--- src/rtl/axi_arb_pkg.sv ---
// ---------------------------------------------------------------------------
// axi_arb_pkg : shared types and constants for the two-port AXI read arbiter
// Revision    : 1.0
// ---------------------------------------------------------------------------
`default_nettype none

package axi_arb_pkg;

  typedef enum logic [0:0] {
    ST_IDLE  = 1'b0,
    ST_ISSUE = 1'b1
  } arb_state_t;

  localparam logic [2:0] C_DEF_ARSIZE  = 3'b010;
  localparam logic [1:0] C_DEF_ARBURST = 2'b01;
  localparam int         REQ_IDX_W     = 1;

endpackage : axi_arb_pkg

`default_nettype wire

--- src/rtl/axi_rd_outstanding_ctr.sv ---
// ---------------------------------------------------------------------------
// axi_rd_outstanding_ctr : per-requester count of accepted, uncompleted bursts
// Revision               : 1.0
// ---------------------------------------------------------------------------
`default_nettype none

module axi_rd_outstanding_ctr #(
  parameter int MAX_OUTSTANDING = 4
) (
  input  logic       clk,
  input  logic       rst,
  input  logic       i_inc,
  input  logic       i_dec,
  output logic [2:0] o_count,
  output logic       o_full,
  output logic       o_err
);

  localparam logic [2:0] C_MAX = 3'(MAX_OUTSTANDING);

  logic [2:0] r_count;
  logic       r_err;

  always_ff @(posedge clk) begin
    if (rst) begin
      r_count <= 3'd0;
      r_err   <= 1'b0;
    end else begin
      case ({i_inc, i_dec})
        2'b10: begin
          if (!o_full) r_count <= r_count + 3'd1;
        end
        2'b01: begin
          // A completion with nothing outstanding is a protocol error; count saturates at 0.
          if (r_count == 3'd0) r_err <= 1'b1;
          else                 r_count <= r_count - 3'd1;
        end
        default: ;
      endcase
    end
  end

  assign o_count = r_count;
  assign o_full  = (r_count >= C_MAX);
  assign o_err   = r_err;

endmodule : axi_rd_outstanding_ctr

`default_nettype wire

--- src/rtl/axi_rd_arbiter.sv ---
// ---------------------------------------------------------------------------
// axi_rd_arbiter : two-requester round-robin AXI read arbiter with ID-based
//                  R routing and per-requester outstanding limits
// Revision       : 1.0
// ---------------------------------------------------------------------------
`default_nettype none

module axi_rd_arbiter
  import axi_arb_pkg::*;
#(
  parameter int MAX_OUTSTANDING = 4,
  parameter int ID_W            = 4
) (
  input  logic            ACLK,
  input  logic            ARESET,

  input  logic [31:0]     S0_ARADDR,
  input  logic [ID_W-1:0] S0_ARID,
  input  logic [7:0]      S0_ARLEN,
  input  logic [2:0]      S0_ARSIZE,
  input  logic [1:0]      S0_ARBURST,
  input  logic            S0_ARVALID,
  output logic            S0_ARREADY,
  output logic [31:0]     S0_RDATA,
  output logic [1:0]      S0_RRESP,
  output logic [ID_W-1:0] S0_RID,
  output logic            S0_RLAST,
  output logic            S0_RVALID,
  input  logic            S0_RREADY,

  input  logic [31:0]     S1_ARADDR,
  input  logic [ID_W-1:0] S1_ARID,
  input  logic [7:0]      S1_ARLEN,
  input  logic [2:0]      S1_ARSIZE,
  input  logic [1:0]      S1_ARBURST,
  input  logic            S1_ARVALID,
  output logic            S1_ARREADY,
  output logic [31:0]     S1_RDATA,
  output logic [1:0]      S1_RRESP,
  output logic [ID_W-1:0] S1_RID,
  output logic            S1_RLAST,
  output logic            S1_RVALID,
  input  logic            S1_RREADY,

  output logic [31:0]     M_AXI_ARADDR,
  output logic [ID_W:0]   M_AXI_ARID,
  output logic [7:0]      M_AXI_ARLEN,
  output logic [2:0]      M_AXI_ARSIZE,
  output logic [1:0]      M_AXI_ARBURST,
  output logic            M_AXI_ARVALID,
  input  logic            M_AXI_ARREADY,

  input  logic [31:0]     M_AXI_RDATA,
  input  logic [1:0]      M_AXI_RRESP,
  input  logic [ID_W:0]   M_AXI_RID,
  input  logic            M_AXI_RLAST,
  input  logic            M_AXI_RVALID,
  output logic            M_AXI_RREADY,

  output logic [2:0]      OUTSTANDING0,
  output logic [2:0]      OUTSTANDING1,
  output logic            RD_ERR
);

  arb_state_t           r_state;
  arb_state_t           w_state_nxt;
  logic [REQ_IDX_W-1:0] r_last_grant;

  logic [31:0]   r_araddr;
  logic [ID_W:0] r_arid;
  logic [7:0]    r_arlen;
  logic [2:0]    r_arsize;
  logic [1:0]    r_arburst;

  logic w_full0, w_full1, w_err0, w_err1;
  logic w_elig0, w_elig1, w_gnt0, w_gnt1, w_arb_open;
  logic w_hs0, w_hs1;
  logic w_rsel, w_rlast_hs, w_dec0, w_dec1;

  // Grant decision only looks at registered state and S-side inputs, never at M_AXI_ARREADY.
  assign w_elig0    = S0_ARVALID && !w_full0;
  assign w_elig1    = S1_ARVALID && !w_full1;
  assign w_gnt1     = w_elig1 && (!w_elig0 || (r_last_grant == 1'b0));
  assign w_gnt0     = w_elig0 && !w_gnt1;
  assign w_arb_open = (r_state == ST_IDLE) && !ARESET;

  assign S0_ARREADY = w_arb_open && w_gnt0;
  assign S1_ARREADY = w_arb_open && w_gnt1;
  assign w_hs0      = S0_ARVALID && S0_ARREADY;
  assign w_hs1      = S1_ARVALID && S1_ARREADY;

  always_ff @(posedge ACLK) begin
    if (ARESET) r_state <= ST_IDLE;
    else        r_state <= w_state_nxt;
  end

  always_comb begin
    w_state_nxt = r_state;
    case (r_state)
      ST_IDLE:  if (w_hs0 || w_hs1)                  w_state_nxt = ST_ISSUE;
      ST_ISSUE: if (M_AXI_ARVALID && M_AXI_ARREADY)  w_state_nxt = ST_IDLE;
      default:                                       w_state_nxt = ST_IDLE;
    endcase
  end

  always_ff @(posedge ACLK) begin
    if (ARESET) begin
      r_last_grant <= 1'b1;
      r_araddr     <= 32'd0;
      r_arid       <= '0;
      r_arlen      <= 8'd0;
      r_arsize     <= C_DEF_ARSIZE;
      r_arburst    <= C_DEF_ARBURST;
    end else if (w_hs0) begin
      r_last_grant <= 1'b0;
      r_araddr     <= S0_ARADDR;
      r_arid       <= {1'b0, S0_ARID};
      r_arlen      <= S0_ARLEN;
      r_arsize     <= S0_ARSIZE;
      r_arburst    <= S0_ARBURST;
    end else if (w_hs1) begin
      r_last_grant <= 1'b1;
      r_araddr     <= S1_ARADDR;
      r_arid       <= {1'b1, S1_ARID};
      r_arlen      <= S1_ARLEN;
      r_arsize     <= S1_ARSIZE;
      r_arburst    <= S1_ARBURST;
    end
  end

  assign M_AXI_ARVALID = (r_state == ST_ISSUE);
  assign M_AXI_ARADDR  = r_araddr;
  assign M_AXI_ARID    = r_arid;
  assign M_AXI_ARLEN   = r_arlen;
  assign M_AXI_ARSIZE  = r_arsize;
  assign M_AXI_ARBURST = r_arburst;

  // The upper RID bit names the requester that issued the burst.
  assign w_rsel       = M_AXI_RID[ID_W];
  assign M_AXI_RREADY = w_rsel ? S1_RREADY : S0_RREADY;
  assign S0_RVALID    = M_AXI_RVALID && !w_rsel;
  assign S1_RVALID    = M_AXI_RVALID &&  w_rsel;
  assign S0_RDATA     = M_AXI_RDATA;
  assign S1_RDATA     = M_AXI_RDATA;
  assign S0_RRESP     = M_AXI_RRESP;
  assign S1_RRESP     = M_AXI_RRESP;
  assign S0_RLAST     = M_AXI_RLAST;
  assign S1_RLAST     = M_AXI_RLAST;
  assign S0_RID       = M_AXI_RID[ID_W-1:0];
  assign S1_RID       = M_AXI_RID[ID_W-1:0];

  assign w_rlast_hs = M_AXI_RVALID && M_AXI_RREADY && M_AXI_RLAST;
  assign w_dec0     = w_rlast_hs && !w_rsel;
  assign w_dec1     = w_rlast_hs &&  w_rsel;

  axi_rd_outstanding_ctr #(
    .MAX_OUTSTANDING (MAX_OUTSTANDING)
  ) u_ctr0 (
    .clk     (ACLK),
    .rst     (ARESET),
    .i_inc   (w_hs0),
    .i_dec   (w_dec0),
    .o_count (OUTSTANDING0),
    .o_full  (w_full0),
    .o_err   (w_err0)
  );

  axi_rd_outstanding_ctr #(
    .MAX_OUTSTANDING (MAX_OUTSTANDING)
  ) u_ctr1 (
    .clk     (ACLK),
    .rst     (ARESET),
    .i_inc   (w_hs1),
    .i_dec   (w_dec1),
    .o_count (OUTSTANDING1),
    .o_full  (w_full1),
    .o_err   (w_err1)
  );

  assign RD_ERR = w_err0 || w_err1;

endmodule : axi_rd_arbiter

`default_nettype wire

--- config.mk ---
export PLATFORM = sky130hd
export DESIGN_NAME = axi_rd_arbiter
export DESIGN_NICKNAME = d
export VERILOG_FILES = /design/src/rtl/axi_arb_pkg.sv /design/src/rtl/axi_rd_outstanding_ctr.sv /design/src/rtl/axi_rd_arbiter.sv
export SDC_FILE = /design/constraint.sdc
export NUM_CORES = 1
export LEC_CHECK = 0
export CORE_AREA = 2 2 112 114
export CTS_BUF_LIST = sky130_fd_sc_hd__clkbuf_16
export CTS_CLUSTER_DIAMETER = 30
export DETAILED_ROUTE_END_ITERATION = 6
export DIE_AREA = 0 0 114 116
export PLACE_DENSITY = 0.82
export SLEW_MARGIN = 20
export SYNTH_ARGS = -nofsm -noshare
export SYNTH_HDL_FRONTEND = slang
export SYNTH_HIERARCHICAL = 1
export SYNTH_SLANG_ARGS = --single-unit
--- constraint.sdc ---
create_clock -name ACLK -period 3.1 [get_ports ACLK]
set_input_delay 0.31 -clock ACLK [delete_from_list [all_inputs] [get_ports ACLK]]
set_output_delay 0.31 -clock ACLK [all_outputs]
set_load 0.01 [all_outputs]
==> impl_metrics.ini, run 1 <==
[routing]
dr_wl_met2_mm = 5.176
route.met3.wl_um = 817
drtIter0Drc = 105
routedWlPerCell_um = 16.17
top_layer = met4
drc = 0
count_of_antenna_violating_nets_left_after_detailed_routing = 0
detail_route.wirelength.met1_mm = 3.757
dr_total_vias = 3037
detail_route.first_pass.iterations = 4
route.detailed.vias_per_inst = 4.851
postRouteWirelength_mm = 10.13

[critical_path]
crit_buf_inv = 1
worstSetupStartpointType = register
cpMaxStageDelayCell = sky130_fd_sc_hd__clkdlybuf4s50_1
critical_path_required_ns = 2.79
crit_type = register to output pin
endpoint_kind = output pin
path_max_fanout = 9
cpLargestDelayFamily = buffers and inverters
r2r.worst_path.cells = 5
reg2reg_from = u_ctr0/o_count[2]$_SDFFE_PP0P_
cp_cell_sequence = nor2b_1 -> a2111oi_0 -> clkdlybuf4s50_1
worstReg2RegEnd = u_ctr1/o_count[1]$_SDFFE_PP0P_
worstSetupPathDepth = 3
worst_path_largest_cell_delay_ns = 0.64
r2r_setup_slack_ns = 0.76
worst-endpoint-arrival_ns = 2.12

[die]
die-area_um2 = 13220
core_footprint_um2 = 11910
boundaryPins = 287
num_rows = 40
chipHeight_um = 116
die_width_um = 114
initial_core_util_pct = 29.02

[clock_tree]
clock_latency_ns = 0.33
cts-root-to-sink-buffers = 2
cts_resized = 0
cts_made_buffers = 9
cts_setup_buffers = 0
clock-sinks = 60
cts_tree = built
clk_pin_slew_ns = 0.05
cts-hold-fix-buffers = 0
cts.root.buffer_cell = sky130_fd_sc_hd__clkbuf_16
max_h_tree_level = 3

[yosys]
synthDistinctLibCells = 34
yosysTopAreaCell = sky130_fd_sc_hd__dfxtp_1
ys_seq_elements = 60
top_cell_types_by_occurrence_after_synthesis = sky130_fd_sc_hd__buf_4 (79), sky130_fd_sc_hd__dfxtp_1 (60), sky130_fd_sc_hd__a21oi_1 (52)
syn-instance-count = 388
synth_edf_count = 0
ys_async_sr_fraction_pct = 0
synthesis.yosys.warnings = 6
synthTopCellsByArea = sky130_fd_sc_hd__dfxtp_1 (35%), sky130_fd_sc_hd__buf_4 (17%), sky130_fd_sc_hd__mux2i_1 (14%)
syn_avg_cell_area_um2 = 8.910
post-synth-top-count-cell = sky130_fd_sc_hd__buf_4
net_count_of_the_mapped_netlist = 536
synth_flop_cell = sky130_fd_sc_hd__dfxtp_1
ys_seq_area_share_pct = 34.74
yosysTopAreaCellShare_pct = 34.74
netlist_area_um2 = 3457

[sta]
timing.max_slew.rel_slack_pct = 52.39
report.final.setup_viol = 0
final_critical_path_setup_slack_ns = 0.6741
max_freq_ghz = 0.4122
post-route-min-period_ns = 2.426
timing.final.crit_share_pct = 78.25
rsz0062_at_grt = false
finalClockSkew_ns = 0.004595
slew_viol_final = 0
timing_worst_slew_pin_value_ns = 0.7133
finalHoldViolations = 0
fin_setup_tns_ns = 0
fin_hold_ws_ns = 0.4584

[power]
total_power_draw_mw = 2.401
powerDensity_nw_per_um2 = 483.8
vdd_drop_max_mv = 0.2664
p_leak_nw = 2.082

[min_path]
hp-start = u_ctr0/o_err$_SDFFE_PP0P_
timing.hold.worst_path_depth = 2
hold-path-endpoint = u_ctr0/o_err$_SDFFE_PP0P_
worst_hold_path_type = register to register

[place]
gpl.final_weighted_congestion = 0.7874
io_buffers = 172
detailed_place_hpwl_mm = 7.591
post-place-ws_ns = 0.4938

[global_routing]
overflow = 0
number_of_antenna_violations_at_the_first_check_in_global_routing = 0
grt_start_max_net_pins = 53
global_route.usage.total_pct = 15.26
grt_first_pass_wirelength_mm = 15.42
number_of_global_route_vias_before_repair = 3070

[outcome]
status = finished, final reports clean

[layout]
n_fill_cell = 1148
drive_gt1_share_pct = 4.802
synthToLayoutAreaGrowth_pct = 43.54
insertedDiodeCount = 0
nNetsFinal = 623

[job]
max_cap_violations = 0
==> worst max path at each step <==
| stage | from | to | slack [ns] |
|---|---|---|---|
| after floorplan | u_ctr1/o_count[2]$_SDFFE_PP0P_ | u_ctr0/o_count[2]$_SDFFE_PP0P_ | 0.72 |
| after global placement | S1_ARVALID | M_AXI_ARLEN[1]$_SDFFE_PP0P_ | 0.56 |
| after detailed placement | S1_ARVALID | M_AXI_ARSIZE[2]$_SDFFE_PP0P_ | 0.49 |
| after CTS | u_ctr0/o_count[2]$_SDFFE_PP0P_ | S1_ARREADY | 0.65 |
| after global routing | u_ctr0/o_count[2]$_SDFFE_PP0P_ | S1_ARREADY | 0.52 |
| final | u_ctr0/o_count[2]$_SDFFE_PP0P_ | S1_ARREADY | 0.67 |
==> power breakdown <==
group / switching, mW / total, mW / internal, mW
combinational: 0.237 / 0.576 / 0.339
sequential: 0.0459 / 0.891 / 0.845
clock: 0.332 / 0.934 / 0.602
total: 0.615 / 2.40 / 1.79
==> metrics by stage <==
step                      utilization, %  cell area (um^2)  cells
after floorplan                        -              3457    388
after global placement             39.36              4688    611
after detailed placement           39.36              4688    611
after CTS                          41.66              4962    626
after global routing               41.66              4962    626
final                              41.66              4962    626
==> cell families after synthesis <==
logic type	synth area share, %
and+or+nand+nor	5.791
muxes	14.19
buffers and inverters	22.69
DFF	34.74
xor gates and xnor gates	0.5068
adders and majority gates	1.158
AOI/OAI and AO/OA	20.92
==> worst reg2reg max path: stages (launching register included) <==
cell	delay (ns)
sky130_fd_sc_hd__dfxtp_1	0.50
sky130_fd_sc_hd__nor2b_1	0.13
sky130_fd_sc_hd__a2111oi_1	0.58
sky130_fd_sc_hd__nand2b_1	0.25
sky130_fd_sc_hd__fa_1	0.47
sky130_fd_sc_hd__a221oi_2	0.31
==> cell type report <==
class,instances,area (um^2),area share (%)
flip-flops and latches,60,1201,24.21
clock buffers,9,225.2,4.539
clock inverters,6,48.80,0.9834
repair buffers,179,1787,36.01
multi-input cells,213,1471,29.65
well taps,147,183.9,3.706
inverters,12,45.04,0.9077
==> layer usage <==
| layer | track usage (%) | vias up |
|---|---|---|
| met4 | 10.16 | 0 |
| met2 | 26.90 | 154 |
| met3 | 5.021 | 37 |
| met1 | 15.46 | 1390 |
| li1 | - | 1456 |
| met5 | 0 | - |
==> layout by cell type (no fill, tap or decap), drive strengths merged, types with 2 or more instances in the layout <==
cell type,Yosys,layout
clkdlybuf4s50,0,172
nor2,8,8
nor2b,2,2
xor2,2,2
buf,89,7
a221oi,2,2
fa,2,2
a31oi,4,4
o21ai,50,50
nor3b,4,4
o211ai,3,3
clkbuf,14,9
o21bai,2,2
a21o,4,4
dfxtp,60,60
nand2,3,3
a2111oi,4,4
nand2b,7,7
nand3b,2,2
a211oi,2,2
a21oi,52,52
nor3,4,4
clkinv,0,3
inv,12,14
or3b,2,2
mux2i,49,49
==> sequential cells by signal, summed over array words and instances, names as in the netlist, 2 cells and up <==
| signal | count |
|---|---|
| M_AXI_ARLEN | 8 |
| M_AXI_ARADDR | 32 |
| M_AXI_ARID | 5 |
| M_AXI_ARSIZE | 3 |
| u_ctr1/o_count | 3 |
| u_ctr0/o_count | 3 |
| M_AXI_ARBURST | 2 |
No activity file was read; power rests on OpenSTA's default activity.
==> run 2: changes to the inputs <==
- CORE_AREA: 2 2 112 114 -> default
- CORE_MARGIN: default -> 2
- CORE_UTILIZATION: default -> 30
- DIE_AREA: 0 0 114 116 -> default
- PLACE_DENSITY: 0.82 -> 0.88
- clock period: 3.1 -> 2.15 ns (I/O delays scaled with it)
==> run 2 against run 1 <==
Net effect:
- register-to-register slack worse by 0.58 ns
- sequential power up 45%
- hold slack worse by 0.049 ns
- clock power up 82%
- setup slack worse by 0.58 ns
- sequential share of layout area down 1.0 points
- non-clock buffer count up 11
- global-route usage up 0.73 points
- critical path type is now input pin to output pin
- highest routed layer unchanged
==> impl_metrics.ini, run 2 (synthesis gave the netlist of run 1 again) <==
[outcome]
status = finished, final reports clean

[global_routing]
grt_start_max_net_pins = 56
grtUsageMet1_pct = 16.56
number_of_antenna_violations_at_the_first_check_in_global_routing = 0
global_route.usage.total_pct = 15.99
overflow = 0
grt_first_pass_wirelength_mm = 15.90
global_route.peak_usage_layer = met2
grt_use_met2_pct = 26.26
gr-usage-met3_pct = 8.002
number_of_global_route_vias_before_repair = 3235

[layout]
multi_input_area_um2 = 1518
synthToLayoutAreaGrowth_pct = 50.20
nNetsFinal = 634
insertedDiodeCount = 0
area.sequential_um2 = 1205
finish.instance_area_um2 = 5192
mostFrequentLayoutCell = sky130_fd_sc_hd__clkdlybuf4s50_1
layout.cells.most_common_list = sky130_fd_sc_hd__clkdlybuf4s50_1 (170), sky130_fd_sc_hd__dfxtp_1 (59), sky130_fd_sc_hd__a21oi_1 (52), sky130_fd_sc_hd__mux2i_1 (49), sky130_fd_sc_hd__o21ai_0 (49)
drive_gt1_share_pct = 9.369
n_fill_cell = 1020
largest_register_ff_count = 32

[critical_path]
crit_type = input pin to output pin
worstSetupStartpointType = input pin
path_max_fanout = 5
endpoint_kind = output pin
critical_path_required_ns = 1.93
worst-endpoint-arrival_ns = 1.84

[place]
io_buffers = 172
gpl.final_weighted_congestion = 0.7673
dpl_cell_area_um2 = 4805
detailed_place_hpwl_mm = 7.357
post-place-ws_ns = -0.2161

[routing]
routedWlPerCell_um = 15.67
drc = 0
detail_route.first_pass.iterations = 4
count_of_antenna_violating_nets_left_after_detailed_routing = 0
drtIter0Drc = 119
route.detailed.vias_per_inst = 4.808
dr_total_vias = 3048
postRouteWirelength_mm = 9.932

[clock_tree]
cts.root.buffer_cell = sky130_fd_sc_hd__clkbuf_16
clock_latency_ns = 0.33
cts_tree = built
cts-root-to-sink-buffers = 2
cts_made_buffers = 9
cts-hold-fix-buffers = 0
clk_pin_slew_ns = 0.05
max_h_tree_level = 3
clock-sinks = 60

[power]
total_power_draw_mw = 3.851
powerDensity_nw_per_um2 = 741.6
p_leak_nw = 2.213
vdd_drop_max_mv = 0.4988

[min_path]
worst_hold_path_type = input pin to register

[sta]
timing.final.crit_share_pct = 95.61
post-route-min-period_ns = 2.056
slew_viol_final = 0
max_freq_ghz = 0.4865
report.final.setup_viol = 0
timing.max_slew.rel_slack_pct = 73.24
rsz0062_at_grt = false
final_critical_path_setup_slack_ns = 0.09436
finalHoldViolations = 0
timing_worst_slew_pin_value_ns = 0.4004
finalClockSkew_ns = 0.008226

[die]
chipHeight_um = 111.3
die_width_um = 111.3
core_footprint_um2 = 11320
boundaryPins = 287
initial_core_util_pct = 30.54
num_rows = 39
die-area_um2 = 12400

[job]
max_cap_violations = 0
-- run 2: worst paths after layout --
| kind | from | to | slack [ns] | cells past startpoint |
|---|---|---|---|---|
| setup / recovery | S0_ARVALID | S0_ARREADY | 0.09 | 6 |
| hold / removal | ARESET | M_AXI_ARVALID$_SDFF_PP0_ | 0.41 | 3 |
| setup reg to reg | u_ctr1/o_count[2]$_SDFFE_PP0P_ | u_ctr0/o_count[2]$_SDFFE_PP0P_ | 0.18 | 9 |
| hold reg to reg | u_ctr0/o_err$_SDFFE_PP0P_ | u_ctr0/o_err$_SDFFE_PP0P_ | 0.49 | 2 |
-- run 2: final cells by class --
cell class,count,area share [%]
Multi-Input combinational cell,213,29.23
Tap cell,143,3.446
Inverter,12,0.8675
Timing Repair Buffer,190,36.48
Clock inverter,6,1.952
Sequential cell,60,23.20
Clock buffer,10,4.819
-- run 2: what timing repair did --
| item | in CTS | in global routing |
|---|---|---|
| endpoints found under the setup margin | 2 | 1 |
| pin swaps | 1 | 0 |
| setup buffers | 1 | 0 |
| gates resized for setup | 5 | 3 |
-- run 2: where the power goes --
part	switching [mW]	internal (mW)	leakage, nW	total, mW
registers	0.0713	1.22	0.496	1.29
logic	0.348	0.516	1.54	0.864
clock network	0.509	1.19	0.178	1.70
-- run 2: layer usage --
layer / share of wire [%] / routed length, um
met1: 38 / 3773
met2: 47 / 4707
met3: 11 / 1055
met4: 4.0 / 395
met5: 0 / 0
-- run 2: critical path, stage by stage --
cell and delay (ns):
sky130_fd_sc_hd__clkdlybuf4s50_1 0.50, sky130_fd_sc_hd__nor2b_4 0.21, sky130_fd_sc_hd__o211ai_1 0.13, sky130_fd_sc_hd__buf_4 0.20
sky130_fd_sc_hd__inv_1 0.06, sky130_fd_sc_hd__clkdlybuf4s50_1 0.53
-- run 2: stage by stage --
step | instances | setup TNS [ns] | util [%] | hold WS, ns
floorplan | 388 | -0.1286 | - | 0.2747
global placement | 617 | -0.2521 | 42.44 | 0.4301
detailed placement | 617 | -0.4272 | 42.44 | 0.4301
CTS | 634 | 0 | 45.78 | 0.4301
global route | 634 | 0 | 45.87 | 0.4177
finish | 634 | 0 | 45.87 | 0.4090
==> run 3: changes to the inputs <==
- CORE_ASPECT_RATIO: default -> 0.9
==> run 3 against run 2 <==
Net effect:
- first-iteration DRC count decreased by 0.84%
- final cell count rose by 1.7%
- design area decreased by 1.3%
- routed wire length fell by 5.1%
- clock-buffer cell count down 1
- sequential power hardly changed
- fmax rose by 0.98%
- global-route usage down 0.65 points
- register-to-register slack barely moved
- combinational power shrank 1%
- critical path type is now register to output pin
==> impl_metrics.ini, run 3 (synthesis gave the netlist of run 1 again) <==
[global_routing]
grt_first_pass_wirelength_mm = 14.66
overflow = 0
number_of_antenna_violations_at_the_first_check_in_global_routing = 1
grt_start_max_net_pins = 51
global_route.usage.total_pct = 15.34
number_of_global_route_vias_before_repair = 3056

[power]
vdd_drop_max_mv = 0.4880
p_leak_nw = 2.177
powerDensity_nw_per_um2 = 685.9

[routing]
dr_total_vias = 3094
drc = 0
drtIter0Drc = 118
count_of_antenna_violating_nets_left_after_detailed_routing = 0
postRouteWirelength_mm = 9.424
routedWlPerCell_um = 14.61
detail_route.first_pass.iterations = 5
route.detailed.vias_per_inst = 4.797

[clock_tree]
cts_tree = built
cts-hold-fix-buffers = 0
cts_made_buffers = 9
cts.root.buffer_cell = sky130_fd_sc_hd__clkbuf_16
clock-sinks = 60
clock_latency_ns = 0.33
cts-root-to-sink-buffers = 2
clk_pin_slew_ns = 0.05
max_h_tree_level = 3

[critical_path]
endpoint_kind = output pin
worst-endpoint-arrival_ns = 1.82
crit_type = register to output pin
path_max_fanout = 8
critical_path_required_ns = 1.93
worstSetupStartpointType = register

[layout]
mostFrequentLayoutCell = sky130_fd_sc_hd__clkdlybuf4s50_1
instances_no_fill = 645
multi_input_area_um2 = 1496
nNetsFinal = 633
largest_register_ff_count = 32
area.sequential_um2 = 1205
insertedDiodeCount = 0
drive_gt1_share_pct = 8.589
finalCoreUtilization_pct = 45.18
finish.instance_area_um2 = 5125
layout.cells.most_common_list = sky130_fd_sc_hd__clkdlybuf4s50_1 (171), sky130_fd_sc_hd__dfxtp_1 (59), sky130_fd_sc_hd__a21oi_1 (52), sky130_fd_sc_hd__mux2i_1 (49), sky130_fd_sc_hd__o21ai_0 (49)
n_fill_cell = 1071
synthToLayoutAreaGrowth_pct = 48.24

[sta]
finalClockSkew_ns = 0.006484
timing.max_slew.rel_slack_pct = 72.82
report.final.setup_viol = 0
timing_worst_slew_pin_value_ns = 0.4067
slew_viol_final = 0
finalHoldViolations = 0
rsz0062_at_grt = false
timing.final.crit_share_pct = 94.68
max_freq_ghz = 0.4912
post-route-min-period_ns = 2.036

[outcome]
status = finished, final reports clean

[place]
dpl_cell_area_um2 = 4826
placedCellCount = 629
detailed_place_hpwl_mm = 7.036
io_buffers = 172
gpl.final_weighted_congestion = 0.8038

[die]
die-area_um2 = 12400
die_width_um = 117.2
boundaryPins = 287
core_footprint_um2 = 11340
initial_core_util_pct = 30.48
chipHeight_um = 105.8
num_rows = 37

[job]
max_cap_violations = 0

[min_path]
worst_hold_path_type = input pin to output pin
[run 3: cell count changes in the layout (fill, tap and decap cells not counted), sizes merged]
| cell | change |
|---|---|
| buf | -2 |
| bufinv | -2 |
| clkbuf | -1 |
| clkdlybuf4s50 | +1 |
| clkinv | +1 |
| clkinvlp | +1 |
[run 3: cell type report]
| type | instances | area share, % |
|---|---|---|
| clock buffers | 9 | 4.395 |
| inverters | 12 | 0.8789 |
| clock inverters | 6 | 1.099 |
| well taps | 156 | 3.809 |
| multi-input cells | 213 | 29.20 |
| repair buffers | 189 | 37.11 |
| flip-flops and latches | 60 | 23.51 |
[run 3: critical path, stage by stage, from the launching register on]
cell and delay (ns):
sky130_fd_sc_hd__dfxtp_4 0.36, sky130_fd_sc_hd__nand2b_4 0.17, sky130_fd_sc_hd__a2111oi_0 0.36, sky130_fd_sc_hd__clkdlybuf4s50_1 0.61
[run 3: timing repair]
item,in CTS,in global routing
endpoints found under the setup margin,1,1
buffers inserted,1,0
gates resized for setup,2,1
cloned,0,0
pin swaps,1,0
[run 3: final timing paths]
kind	startpoint	endpoint	slack [ns]	depth (start not counted)
max	u_ctr1/o_count[2]$_SDFFE_PP0P_	S1_ARREADY	0.11	3
min	M_AXI_RDATA[12]	S1_RDATA[12]	0.43	0
max reg2reg	u_ctr1/o_count[2]$_SDFFE_PP0P_	u_ctr0/o_count[2]$_SDFFE_PP0P_	0.19	9
min reg2reg	u_ctr1/o_err$_SDFFE_PP0P_	u_ctr1/o_err$_SDFFE_PP0P_	0.49	2
[run 3: stage by stage]
stage | setup slack (ns) | total power [mW] | hold WS [ns] | setup TNS (ns)
after floorplan | -0.06894 | 1.808 | 0.2747 | -0.1286
after global placement | -0.09907 | 2.128 | 0.4301 | -0.2266
after detailed placement | -0.1920 | 2.159 | 0.4301 | -0.4269
after CTS | 0.009801 | 3.570 | 0.4301 | 0
after global routing | 0.03039 | 3.699 | 0.4300 | 0
final | 0.1143 | 3.515 | 0.4300 | 0
[run 3: metal layers]
metal / wire length (um) / global-route usage, %
met3: 1046 / 7.993
met4: 274 / 8.235
met1: 3577 / 16.69
met5: 0 / 0
met2: 4526 / 23.89
[run 3: power by group]
part	switching, mW	internal (mW)	total, mW
clock	0.497	0.879	1.38
sequential	0.0673	1.22	1.28
combinational	0.341	0.514	0.855
==> RTL edit 1, RTL diff (config.mk and constraints of run 1) <==
The parameter `ID_W` goes from 4 to 5.
--- a/src/rtl/axi_rd_arbiter.sv
+++ b/src/rtl/axi_rd_arbiter.sv
@@ -10,5 +10,5 @@
 #(
   parameter int MAX_OUTSTANDING = 4,
-  parameter int ID_W            = 4
+  parameter int ID_W            = 5
 ) (
   input  logic            ACLK,
Ports: changed (6 resized); port bits go from 287 to 293. No check against the original RTL was run, so the function may have changed too.
==> RTL edit 1 against run 1 <==
Cell area rose by 2.4%; sequential cell count rose by 1; worst setup slack better by 89 ps; worst hold slack better by 10 ps; clock skew fell by 1.6 ps; synthesized cell count rose by 1.8%; area after synthesis increased by 3.9%; wire length up 0.87%; sequential power increased by 2%; total power is 6.2% higher; critical path type is now reg -> reg; critical endpoint is now u_ctr0/o_count[2]$_SDFFE_PP0P_; largest cell class unchanged; largest power group unchanged.
==> RTL edit 1: results (changes against run 1) <==
.. list-table::
   :header-rows: 1

   * - Metric
     - Value
   * - Vias in the first global route
     - 2943 (-4.1%)
   * - WHS
     - 469 ps (+10.5 ps)
   * - Outcome
     - complete, no violations
   * - Highest ir drop seen on vdd
     - 0.000319 V (+20%)
   * - Fill cell total of the finished layout
     - 1138 (-0.87%)
   * - Class of the worst hold path
     - reg -> reg
   * - GRT Total Usage
     - 14.8% (-0.45 points)
   * - Clock buffer depth
     - 2 (unchanged)
   * - Mean number of vias per cell
     - 4.84 (-0.32%)
   * - Root cell of the clock tree
     - sky130_fd_sc_hd__clkbuf_16
   * - Detailed Route WL
     - 10.2 mm (+0.87%)
   * - Power spent charging and discharging nets
     - 649 uW (+5.6%)
   * - First-pass GRT wire length
     - 14.9 mm (-3.6%)
   * - Largest register FFs
     - 32 (unchanged)
   * - Dominant cells by area after synthesis
     - sky130_fd_sc_hd__dfxtp_1, sky130_fd_sc_hd__buf_4, sky130_fd_sc_hd__mux2i_1, sky130_fd_sc_hd__a21oi_1, sky130_fd_sc_hd__o21ai_0
   * - Number of warnings printed during yosys synthesis
     - 6 (unchanged)
   * - Total clock buffers created by CTS
     - 9 (unchanged)
   * - IO Port Bufs
     - 175 (+1.7%)
   * - Reg clk slew, reported paths
     - 50 ps (about the same)
   * - Post-CTS Setup Inserts
     - 0 (unchanged)
   * - Largest clock skew in the final design
     - 2.96 ps (-1.63 ps)
   * - Initial DRT Pass Iterations
     - 4 (unchanged)
   * - Count of non-filler cells in the finished layout
     - 634 (+1.3%)
   * - Placed Cells incl. Taps
     - 618 (+1.1%)
   * - Largest net degree at the start of global routing
     - 53 (unchanged)
   * - Clock insertion delay at the later pin of the skew report
     - 330 ps (about the same)
   * - Layout cells sized above 1
     - 6.57% (+1.8 points)
   * - Antenna Diode Count
     - 0 (unchanged)
   * - Number of antenna violations at the first check in global routing
     - 0 (unchanged)
   * - H-tree level count
     - 3 (unchanged)
   * - Slew of the pin with the lowest slew margin
     - 620 ps (-93.1 ps)
   * - Worst EP arrival
     - 2590 ps (+470 ps)
   * - Crit Path Max Fanout
     - 8 (-1)
   * - HPWL Detailed
     - 7.72 mm (+1.7%)
   * - Gp weighted congestion
     - 0.785 (-0.34%)
   * - Gate Count Post-Synth
     - 395 (+1.8%)
   * - Part of the Yosys area used for sequential elements
     - 34.0% (-0.74 points)
   * - Post-Syn Nets
     - 546 (+1.9%)
   * - Yosys cell types
     - 40 (+18%)
   * - Gates resized, CTS repair
     - 0 (unchanged)
   * - Share of flip-flops with an asynchronous set or reset after synthesis
     - 0% (unchanged)
   * - Number of violations reported at the end of detailed-routing iteration 0
     - 141 (+34%)
   * - Leading register cell type out of synthesis
     - sky130_fd_sc_hd__dfxtp_1
   * - Commonest cells in the netlist
     - sky130_fd_sc_hd__buf_4, sky130_fd_sc_hd__dfxtp_1, sky130_fd_sc_hd__a21oi_1
   * - Fin nets
     - 633 (+1.6%)
   * - Leakage power
     - 2.12 nW (+2.0%)
   * - Register-to-register path setup slack
     - 760 ps
-- RTL edit 1: through the flow --
| step | worst slack, ps | area [um^2] |
|---|---|---|
| after floorplan | 760 | 3590 |
| after global placement | 617 | 4760 |
| after detailed placement | 490 | 4760 |
| after CTS | 813 | 5080 |
| after global routing | 692 | 5080 |
| final | 763 | 5080 |
-- RTL edit 1: cell type report --
class	count	area [um^2]	area share, %
multi-input combinational	216	1510	29.7
clock buffer	9	225	4.43
clock inverter	7	90.1	1.77
inverter	12	45.0	0.887
tap	147	184	3.62
timing repair buffer	182	1800	35.5
sequential	61	1220	24.0
-- RTL edit 1: final timing paths --
kind | from | endpoint | cells past startpoint
worst max-delay path | u_ctr1/o_count[2]$_SDFFE_PP0P_ | u_ctr0/o_count[2]$_SDFFE_PP0P_ | 8
worst min-delay path | u_ctr0/o_err$_SDFFE_PP0P_ | u_ctr0/o_err$_SDFFE_PP0P_ | 2
worst max register to register | u_ctr1/o_count[2]$_SDFFE_PP0P_ | u_ctr0/o_count[2]$_SDFFE_PP0P_ | 8
worst min register to register | u_ctr0/o_err$_SDFFE_PP0P_ | u_ctr0/o_err$_SDFFE_PP0P_ | 2
-- RTL edit 1: kinds of logic after synthesis --
| logic type | synth area share (%) |
|---|---|
| AOI/OAI and AO/OA | 20.3 |
| buffers and inverters | 24.4 |
| DFF | 34.0 |
| muxes | 13.9 |
| and+or+nand+nor | 5.71 |
| xor gates and xnor gates | 0.488 |
| adders and majority gates | 1.12 |
-- RTL edit 1: power groups by stage --
stage / Combinational, mW / Clock [mW] / Sequential [mW]
2_1_floorplan: 0.345 / 0 / 0.947
3_3_place_gp: 0.570 / 0 / 0.917
3_5_place_dp: 0.585 / 0 / 0.921
4_1_cts: 0.588 / 1.09 / 0.907
5_1_grt: 0.629 / 1.14 / 0.916
6_report: 0.584 / 1.06 / 0.908
-- RTL edit 1: critical path, stage by stage (launching register included) --
cell                       delay (ps)
sky130_fd_sc_hd__dfxtp_1          390
sky130_fd_sc_hd__nand2b_4         220
sky130_fd_sc_hd__o211ai_4         320
sky130_fd_sc_hd__inv_2            140
sky130_fd_sc_hd__nand2b_1         220
sky130_fd_sc_hd__fa_1             440
sky130_fd_sc_hd__nand2b_1         160
sky130_fd_sc_hd__a21o_1           190
sky130_fd_sc_hd__a31oi_1          170
-- RTL edit 1: routing by layer --
layer | wire length, um | share of wire (%) | GRT usage [%] | vias to the layer above
met2 | 5150 | 50 | 26.2 | 205
met5 | 0 | 0 | 0 | -
met4 | 248 | 2.4 | 7.72 | 0
li1 | - | - | - | 1474
met3 | 1120 | 11 | 6.90 | 34
met1 | 3700 | 36 | 14.6 | 1353
==> RTL edit 2, RTL diff (flow settings as in run 1) <==
Without the edit above. Reset style: asynchronous (`ARESET` and `rst`), changed in 3 clocked blocks.
--- a/src/rtl/axi_rd_outstanding_ctr.sv
+++ b/src/rtl/axi_rd_outstanding_ctr.sv
@@ -22,5 +22,5 @@
   logic       r_err;
 
-  always_ff @(posedge clk) begin
+  always_ff @(posedge clk or posedge rst) begin
     if (rst) begin
       r_count <= 3'd0;
--- a/src/rtl/axi_rd_arbiter.sv
+++ b/src/rtl/axi_rd_arbiter.sv
@@ -90,5 +90,5 @@
   assign w_hs1      = S1_ARVALID && S1_ARREADY;
 
-  always_ff @(posedge ACLK) begin
+  always_ff @(posedge ACLK or posedge ARESET) begin
     if (ARESET) r_state <= ST_IDLE;
     else        r_state <= w_state_nxt;
@@ -104,5 +104,5 @@
   end
 
-  always_ff @(posedge ACLK) begin
+  always_ff @(posedge ACLK or posedge ARESET) begin
     if (ARESET) begin
       r_last_grant <= 1'b1;
Formal check against the unedited RTL: differs if ARESET is asserted again (counterexample within 4 cycles, from zero or initial values and one cycle with ARESET high); with ARESET held inactive, the same outputs for 4 cycles.
==> RTL edit 2 against run 1 <==
Cell area rose by 5.6%; sequential cell count stayed put; non-clock buffer count increased by 5; worst setup slack worse by 360 ps; wire length rose by 16%; critical path depth is 4 higher; sequential share of layout area increased by 4.5 points; area after synthesis rose by 5.2%.
Power is not compared: it rests on default switching activity, and its combinational part moved more than twofold at a synthesized area within 25%.
==> RTL edit 2: results (changes against run 1) <==
.. list-table::
   :header-rows: 1

   * - Metric
     - Value
   * - First-pass GRT wire length
     - 17.7 mm (+15%)
   * - Fill cell total of the finished layout
     - 1119 (-2.5%)
   * - Logic depth of the worst register-to-register path
     - 7 (+2)
   * - Class of the worst hold path
     - in -> async
   * - Slew of the pin with the lowest slew margin
     - 594 ps (-120 ps)
   * - Met3 Routed Length
     - 1.28 mm (+56%)
   * - Largest net degree at the start of global routing
     - 50 (-5.7%)
   * - Global-route track usage on met1
     - 18.9% (+3.5 points)
   * - Part of the Yosys area used for sequential elements
     - 41.4% (+6.6 points)
   * - Multi-input combinational cell count
     - 160 (-25%)
   * - Inverters excl. clock
     - 14 (+2)
   * - Total of plain and repair buffers excluding clock buffers
     - 184 (+2.8%)
   * - Register-to-register path setup slack
     - 320 ps (-440 ps)
   * - Area share of fa/ha/maj cells after synthesis
     - 1.10% (-0.058 points)
   * - Synth Area in XOR/XNOR
     - 0.481% (-0.025 points)
   * - Clock buf/inv share
     - 6.81% (+1.3 points)
   * - CP peak stage delay
     - 570 ps (-70 ps)
   * - WHS
     - 378 ps (-80.5 ps)
   * - Seq. cell area
     - 0.00151 mm^2 (+25%)
   * - HPWL Detailed
     - 8.86 mm (+17%)
   * - Mean number of vias per cell
     - 5.15 (+6.3%)
   * - Proportion of cell area occupied by multi-input gates
     - 25.4% (-4.3 points)
   * - Data buffer area share
     - 34.6% (-1.4 points)
   * - Complex-gate fraction of the synthesized area
     - 19.3% (-1.7 points)
   * - Classification of the worst setup path
     - reg -> reg
   * - Multiplexer fraction of the synthesized cell area
     - 0.619% (-14 points)
   * - Placed Cells incl. Taps
     - 565 (-7.5%)
   * - Commonest cells in the netlist
     - sky130_fd_sc_hd__buf_4, sky130_fd_sc_hd__dfrtp_1, sky130_fd_sc_hd__or3_1
   * - Outcome
     - complete, no violations
   * - Met3 GRT Util
     - 6.54% (+1.5 points)
   * - Layout cells sized above 1
     - 9.22% (+4.4 points)
   * - Largest clock skew in the final design
     - 9.35 ps (+4.75 ps)
   * - Top delay family on crit path
     - simple AND/OR/NAND/NOR gates
   * - Gate Count Post-Synth
     - 340 (-12%)
   * - Source of the worst register-to-register timing path
     - M_AXI_ARVALID$_DFF_PP0_
   * - Worst EP arrival
     - 2980 ps (+860 ps)
   * - Detailed Route WL
     - 11.8 mm (+16%)
   * - Leading register cell type out of synthesis
     - sky130_fd_sc_hd__dfrtp_1
==> RTL edit 2: changes by cell type after synthesis, moves of 3 or more <==
cell                        change
sky130_fd_sc_hd__mux2i_1       -49
sky130_fd_sc_hd__dfxtp_1       -60
sky130_fd_sc_hd__dfstp_2        +3
sky130_fd_sc_hd__nor3_1         -4
sky130_fd_sc_hd__o21ai_0       -47
sky130_fd_sc_hd__a2111oi_1      -3
sky130_fd_sc_hd__dfrtp_1       +57
sky130_fd_sc_hd__o221a_1       +48
sky130_fd_sc_hd__or3_1         +49
sky130_fd_sc_hd__a222oi_1       +4
sky130_fd_sc_hd__a21oi_1       -50
sky130_fd_sc_hd__a31oi_1        -4
==> RTL edit 2: stage by stage <==
stage          util, %  worst slack [ps]
3_5_place_dp      41.0             -8.42
2_1_floorplan        -               210
5_1_grt           44.0               195
6_report          44.0               319
4_1_cts           44.0               327
3_3_place_gp      41.0               232
